==> src/rtl/obstacle_pkg.sv <==
// Shared constants and types for the obstacle lane generator.
package obstacle_pkg;

    localparam int          LFSR_W        = 16;
    localparam logic [15:0] LFSR_MASK     = 16'hB400;
    localparam logic [15:0] LFSR_SEED_DEF = 16'hACE1;
    localparam int          LANE_W        = 8;

    typedef logic [LANE_W-1:0] lane_t;

    // One Galois step of the x^16+x^14+x^13+x^11+1 generator.
    function automatic logic [LFSR_W-1:0] lfsr_step(input logic [LFSR_W-1:0] cur);
        logic [LFSR_W-1:0] nxt;
        nxt = cur >> 1;
        if (cur[0]) begin
            nxt = nxt ^ LFSR_MASK;
        end else begin
            nxt = nxt;
        end
        return nxt;
    endfunction

endpackage

==> src/rtl/obstacle_lfsr.sv <==
// Free-running 16-bit Galois LFSR, advanced once per enabled cycle.
module obstacle_lfsr
    import obstacle_pkg::*;
#(
    parameter logic [LFSR_W-1:0] SEED = LFSR_SEED_DEF
) (
    input  logic              clk,
    input  logic              rst_n,
    input  logic              en,
    output logic [LFSR_W-1:0] value
);

    logic [LFSR_W-1:0] lfsr_r;

    // Seed on reset, advance on each enabled step, otherwise hold.
    always_ff @(posedge clk or negedge rst_n) begin
        if (!rst_n) begin
            lfsr_r <= SEED;
        end else if (en) begin
            lfsr_r <= lfsr_step(lfsr_r);
        end else begin
            lfsr_r <= lfsr_r;
        end
    end

    assign value = lfsr_r;

endmodule

==> src/rtl/obstacle_gen.sv <==
// Obstacle lane generator: scrolls an occupancy register one column per
// game tick, inserting a new column whose obstacle bit is random but
// constrained by minimum and maximum gap rules.
module obstacle_gen
    import obstacle_pkg::*;
#(
    parameter int          WIDTH     = LANE_W,
    parameter logic [15:0] LFSR_SEED = LFSR_SEED_DEF,
    parameter int          MIN_GAP   = 2,
    parameter int          MAX_GAP   = 6,
    parameter logic [8:0]  THRESH    = 9'd64
) (
    input  logic             clk,
    input  logic             reset,
    input  logic             tick,
    output logic [WIDTH-1:0] down
);

    // Gap counter must hold 0..MAX_GAP; keep at least one bit.
    localparam int          GW    = (MAX_GAP < 1) ? 1 : $clog2(MAX_GAP + 1);
    localparam logic [31:0] MIN_U = 32'(MIN_GAP);
    localparam logic [31:0] MAX_U = 32'(MAX_GAP);

    logic [LFSR_W-1:0] lfsr_s;
    logic [GW-1:0]     gap_cnt_r;
    logic [31:0]       gap_ext_s;
    logic              rnd_hit_s;
    logic              spawn_s;
    logic [GW-1:0]     gap_next_s;

    obstacle_lfsr #(
        .SEED (LFSR_SEED)
    ) u_lfsr (
        .clk   (clk),
        .rst_n (reset),
        .en    (tick),
        .value (lfsr_s)
    );

    assign gap_ext_s = {{(32-GW){1'b0}}, gap_cnt_r};
    assign rnd_hit_s = ({1'b0, lfsr_s[7:0]} < THRESH);

    // Spawn decision from pre-advance state; min-gap wins over max-gap.
    always_comb begin
        spawn_s = 1'b0;
        if (gap_ext_s < MIN_U) begin
            spawn_s = 1'b0;
        end else if (gap_ext_s >= MAX_U) begin
            spawn_s = 1'b1;
        end else begin
            spawn_s = rnd_hit_s;
        end
    end

    // Next gap count: clear on spawn, else count up saturating at MAX_GAP.
    always_comb begin
        gap_next_s = gap_cnt_r;
        if (spawn_s) begin
            gap_next_s = {GW{1'b0}};
        end else if (gap_ext_s >= MAX_U) begin
            gap_next_s = MAX_U[GW-1:0];
        end else begin
            gap_next_s = gap_cnt_r + GW'(1);
        end
    end

    // Lane shift register and gap counter, updated once per tick.
    always_ff @(posedge clk or negedge reset) begin
        if (!reset) begin
            down      <= {WIDTH{1'b0}};
            gap_cnt_r <= {GW{1'b0}};
        end else if (tick) begin
            down      <= {spawn_s, down[WIDTH-1:1]};
            gap_cnt_r <= gap_next_s;
        end else begin
            down      <= down;
            gap_cnt_r <= gap_cnt_r;
        end
    end

endmodule

==> config.mk <==
export PLATFORM = sky130hd
export DESIGN_NAME = obstacle_gen
export DESIGN_NICKNAME = d
export VERILOG_FILES = /design/src/rtl/obstacle_pkg.sv /design/src/rtl/obstacle_lfsr.sv /design/src/rtl/obstacle_gen.sv
export SDC_FILE = /design/constraint.sdc
export NUM_CORES = 1
export LEC_CHECK = 0
export CAP_MARGIN = 20
export CORE_MARGIN = 3
export CORE_UTILIZATION = 35
export CTS_BUF_LIST = sky130_fd_sc_hd__clkbuf_4 sky130_fd_sc_hd__clkbuf_8
export CTS_CLUSTER_DIAMETER = 120
export CTS_CLUSTER_SIZE = 10
export DETAILED_ROUTE_END_ITERATION = 8
export PLACE_DENSITY = 0.64
export SETUP_SLACK_MARGIN = 0.2
export SKIP_CTS_REPAIR_TIMING = 1
export SYNTH_ARGS = -nofsm -noshare
export SYNTH_HDL_FRONTEND = slang
export SYNTH_SLANG_ARGS = --single-unit
==> constraint.sdc <==
create_clock -name clk -period 1.2 [get_ports clk]
set_input_delay 0.18 -clock clk [delete_from_list [all_inputs] [get_ports clk]]
set_output_delay 0.18 -clock clk [all_outputs]
set_load 0.005 [all_outputs]
==> reports/results.ini, run 1 <==
[logic_synthesis]
syn_nets = 78
synth.avg_cell_area_sq_um = 14.8
yosysTopAreaCellShare_pct = 43.3
synth-async-reset-ratio_pct = 100
yosys-top-cells-area = dfrtp_1 43%, dfstp_2 19%, mux2_2 16%
yosysWarnings = 0
synth_commonest_cells = 19 x dfrtp_1, 16 x mux2_2, 8 x dfstp_2
synth_edf_count = 0
synth_ff_type = dfrtp_1
synthDistinctLibCells = 21
ys_seq_elements = 27
yosysMostFrequentCell = dfrtp_1
synth_area_leader_cell = dfrtp_1
syn-cell-area_sq_um = 1100
yosysSeqAreaShare_pct = 62.5
syn-instance-count = 74

[clock_network]
cts_tree = built
cts_root_buffer = clkbuf_4
worst_skew_pair.late_latency_ns = 0.33
cts_buffer_depth = 2
htreeDepth = 1
cts_buffers = 3
cts_num_sinks = 27
path_clk_slew_ns = 0.15

[place]
dp_cells = 128
gp_congestion = 0.706
io_buffers = 10
dpl.hpwl_mm = 1.07
place_ws_ns = -0.213

[die]
boundaryPins = 11
coreArea_sq_um = 2880
fp-row-count = 19
fp.dieArea_sq_um = 3840
start_util_pct = 38.1
die_width_um = 62.0
die_h_um = 62.0

[drt]
drtAntennaViolNets = 0
drt_iter0_drc = 15
route.detailed.drc = 0
drt_wl_total_mm = 1.68
via_per_inst = 4.53
via_count = 625
first_pass_iters = 2
routedWlPerCell_um = 12.2

[worst_hold_path]
hold_class = in -> async

[setup_path]
slowest_stage = dfstp_2
endpoint_kind = flop
worstPathMaxFanout = 2
worstPathRequired_ns = 1.44
max_stage_delay_ns = 0.57
crit_chain = nor2_2 > maj3_2 > mux2_4
criticalPathCategory = reg -> reg
r2r_cells = 3
reg2reg_slack_ns = -0.07
cp-start-kind = flop
r2r_start = u_lfsr.value[6]
critPathArrivalTime_ns = 1.51
startpoint = u_lfsr.value[6]
reg2reg_to = down[7]

[finish]
fill_cells = 271
syn2layout_area_growth_pct = 25.4
regArea_sq_um = 686
finalNetCount = 101
multi_input_area_sq_um = 429
n_antenna_cell = 0
stdcell_count = 138
layout-drive-gt1-share_pct = 59.4

[global_route]
grt_antenna_before_repair = 0
grt_max_degree = 32
grt.overflow.total = 0
grt_pass1_vias = 614
grt.total_usage_pct = 10.5
grt_first_pass_wirelength_mm = 2.73

[sta]
slew_headroom_pct = 87.6
tightest_slew_ns = 0.186
finalSetupViolCount = 1
rsz0062_at_grt = yes
hold_viol_final = 0
maxSlewViolCount = 0
finalCritPeriodShare_pct = 106
finalClockSkew_ns = 0.00810
tns_ns = -0.0685
max_freq_ghz = 0.788
timing.final.crit_period_ns = 1.27
fin_ws_ns = -0.0685
hold_slack_ns = 0.181

[pwr]
ir_drop_mv = 1.27
powerDensity_nw_per_um2 = 2440
p_total_mw = 3.36
p_leak_nw = 0.606

[status]
violations = negative setup slack
status = finished with violations

[job]
maxCapViolations = 0

area by class of cell:
| type | instances | share of cell area (%) |
|---|---|---|
| tap | 42 | 3.82 |
| sequential | 27 | 49.8 |
| clock inverter | 1 | 0.545 |
| clock buffer | 3 | 1.64 |
| inverter | 1 | 0.273 |
| multi-input combinational | 43 | 31.2 |
| timing repair buffer | 21 | 12.7 |
power by group:
group          internal (mW)  leakage (nW)  switching (mW)
Clock                  0.128        0.0139           0.275
Sequential              1.44         0.318           0.286
Combinational          0.788         0.274           0.444
Total                   2.35         0.606            1.00
stage by stage:
stage	util, %	area (sq um)
4_1_cts	46.1	1330
6_report	47.8	1380
3_3_place_gp	45.0	1290
2_1_floorplan	-	1100
5_1_grt	47.8	1380
3_5_place_dp	45.0	1290
cells by family after synthesis:
family,share of synthesized area [%]
AO/OA/AOI/OAI,6.04
XOR/XNOR,2.39
adder cells (fa/ha/maj),2.17
buffers and inverters,1.94
flip-flops,62.5
multiplexers,21.9
AND/OR/NAND/NOR,3.08
cells in the final DEF, fill, tap and decap left out, drive strengths merged:
cell type	Yosys	final
xnor2	3	3
o31ai	2	2
mux2	21	21
ha	1	1
nor2	4	4
nor3	1	1
a21o	1	1
clkbuf	0	4
buf	3	18
dfrtp	19	19
clkdlybuf4s50	0	2
a21oi	3	3
clkinvlp	0	1
maj3	1	1
nand2	3	3
a211o	1	1
dfstp	8	8
inv	1	1
a211oi	2	2
flip-flops by register name (all words and copies together), names as in the netlist:
signal,flops
u_lfsr.value,16
down,8
gap_cnt_r,3
worst max path at each step:
stage                        end
floorplan                down[7]
global placement    gap_cnt_r[1]
detailed placement  gap_cnt_r[1]
CTS                      down[7]
global route             down[7]
finish                   down[7]
per-layer routing:
layer | routed length [um] | GRT usage [%]
met5 | 0 | 0
met4 | 43 | 6.36
met3 | 54 | 4.34
met2 | 772 | 13.8
met1 | 813 | 14.2
critical path, delay by kind of cell, from the launching register on:
| family | cells | cell delay [ns] |
|---|---|---|
| multiplexers | 1 | 0.26 |
| flip-flops | 1 | 0.57 |
| AND/OR/NAND/NOR | 1 | 0.04 |
| adder cells (fa/ha/maj) | 1 | 0.31 |
Power figures use the tool's default switching activity.
==> inputs of run 2 (changes only) <==
RECOVER_POWER = 50   (was default)
==> run 2 against run 1 <==
The run still ends with negative setup slack left; largest power group unchanged; flip-flop and latch count unchanged; via count up 0.64%; utilization down 0.52 points; maximum frequency about the same; highest routed layer unchanged; setup slack worse by 0.0011 ns; count of clock-buffer cells in the layout unchanged; hold slack better by 0.21 ns; clock power about the same; routed wire length down 0.65%; die area unchanged; sequential share of layout area up 0.55 points; sequential power about the same.
==> reports/results.ini, run 2 (same netlist as run 1, synthesis figures left out) <==
[status]
status = finished with violations
violations = negative setup slack

[pwr]
internal-power_mw = 2.34
powerDensity_nw_per_um2 = 2450
p_total_mw = 3.34
ir_drop_mv = 1.27
p_sw_mw = 1.00
netSwitchingFraction_pct = 30.0
seqPwrFrac_pct = 51.4
share_comb_of_total_power_pct = 36.6
p_leak_nw = 0.600
clockPowerShare_pct = 12.0

[global_route]
grt_antenna_before_repair = 0
grt.total_usage_pct = 10.5
grt.overflow.total = 0
grt_pass1_vias = 614
grt_first_pass_wirelength_mm = 2.73
grt_max_degree = 32

[clock_network]
worst_skew_pair.late_latency_ns = 0.33
cts_buffer_depth = 2
cts_root_buffer = clkbuf_4
path_clk_slew_ns = 0.15
cts_buffers = 3
htreeDepth = 1
cts_num_sinks = 27
cts_tree = built

[die]
fp.dieArea_sq_um = 3840
fp-row-count = 19
boundaryPins = 11
die_h_um = 62.0
start_util_pct = 38.1
die_width_um = 62.0
coreArea_sq_um = 2880

[sta]
hold_slack_ns = 0.386
timing.final.crit_period_ns = 1.27
fin_ws_ns = -0.0696
finalCritPeriodShare_pct = 106
finalSetupViolCount = 1
tns_ns = -0.0696
slew_headroom_pct = 57.3
finalClockSkew_ns = 0.00695
maxSlewViolCount = 0
max_freq_ghz = 0.788
tightest_slew_ns = 0.641
hold_viol_final = 0
rsz0062_at_grt = yes

[drt]
routedWlPerCell_um = 12.1
route.detailed.drc = 0
drt_wl_total_mm = 1.67
drtAntennaViolNets = 0
first_pass_iters = 2
drt_iter0_drc = 18
via_count = 629
via_per_inst = 4.56

[place]
dpl.hpwl_mm = 1.07
place_ws_ns = -0.213
io_buffers = 10
gp_congestion = 0.706

[finish]
finalNetCount = 101
layout_common_cells = 19 x dfrtp_1, 16 x mux2_2, 7 x buf_2, 7 x buf_4, 7 x dfstp_2
fill_cells = 273
largest_reg_flops = 16
syn2layout_area_growth_pct = 24.1
n_antenna_cell = 0
layout_commonest_cell = dfrtp_1
layout-drive-gt1-share_pct = 58.3

[job]
maxCapViolations = 0

[setup_path]
reg2reg_slack_ns = -0.07
worstPathMaxFanout = 2
criticalPathCategory = reg -> reg
r2r_start = u_lfsr.value[6]
reg2reg_to = down[7]
worstPathRequired_ns = 1.44
critPathArrivalTime_ns = 1.51
r2r_cells = 3
endpoint_kind = flop
cp-start-kind = flop

[worst_hold_path]
hold_class = in -> async

run 2: changes by cell type in the layout (fill, tap and decap cells not counted), sizes merged:
cell and change:
clkbuf +1, dlygate4sd3 +1, clkdlybuf4s50 -1, buf -1
run 2: routing by layer:
layer  global-route usage [%]  wire length, um  vias up
li1                         -                -      308
met1                     14.2              816      312
met2                     13.8              759        5
met3                     4.34               54        4
met4                     6.36               43        0
met5                        0                0        -
run 2: per-stage QoR:
| stage | util (%) | cells | cell area, sq um |
|---|---|---|---|
| 6_report | 47.3 | 138 | 1360 |
| 4_1_cts | 46.1 | 132 | 1330 |
| 3_3_place_gp | 45.0 | 128 | 1290 |
| 3_5_place_dp | 45.0 | 128 | 1290 |
| 2_1_floorplan | - | 74 | 1100 |
| 5_1_grt | 47.3 | 138 | 1360 |
run 2: how the worst max path moves through the flow:
stage	startpoint	end	slack [ns]
6_report	u_lfsr.value[6]	down[7]	-0.07
3_3_place_gp	tick	gap_cnt_r[1]	-0.17
3_5_place_dp	tick	gap_cnt_r[1]	-0.21
5_1_grt	u_lfsr.value[6]	down[7]	-0.10
2_1_floorplan	u_lfsr.value[7]	down[7]	-0.06
4_1_cts	down[7]	down[7]	-0.26
run 2: power groups by stage:
| stage | registers [mW] | logic [mW] | clock network (mW) |
|---|---|---|---|
| final | 1.72 | 1.22 | 0.400 |
| after global routing | 1.79 | 1.35 | 0.467 |
| after CTS | 1.73 | 1.09 | 0.434 |
| after detailed placement | 1.76 | 1.08 | 0 |
| after global placement | 1.73 | 1.04 | 0 |
| after floorplan | 1.71 | 0.619 | 0 |
run 2: worst max-delay path, cell delays in order, from the launching register on:
cell	delay (ns)
dfstp_2	0.57
nor2_2	0.04
maj3_2	0.31
mux2_4	0.26
run 2: cell type report:
type | instances | area (sq um) | share of cell area, %
multi-input combinational | 43 | 429 | 31.5
tap | 42 | 52.6 | 3.86
sequential | 27 | 686 | 50.4
inverter | 1 | 3.75 | 0.276
clock buffer | 3 | 22.5 | 1.65
clock inverter | 1 | 7.51 | 0.551
timing repair buffer | 21 | 160 | 11.8
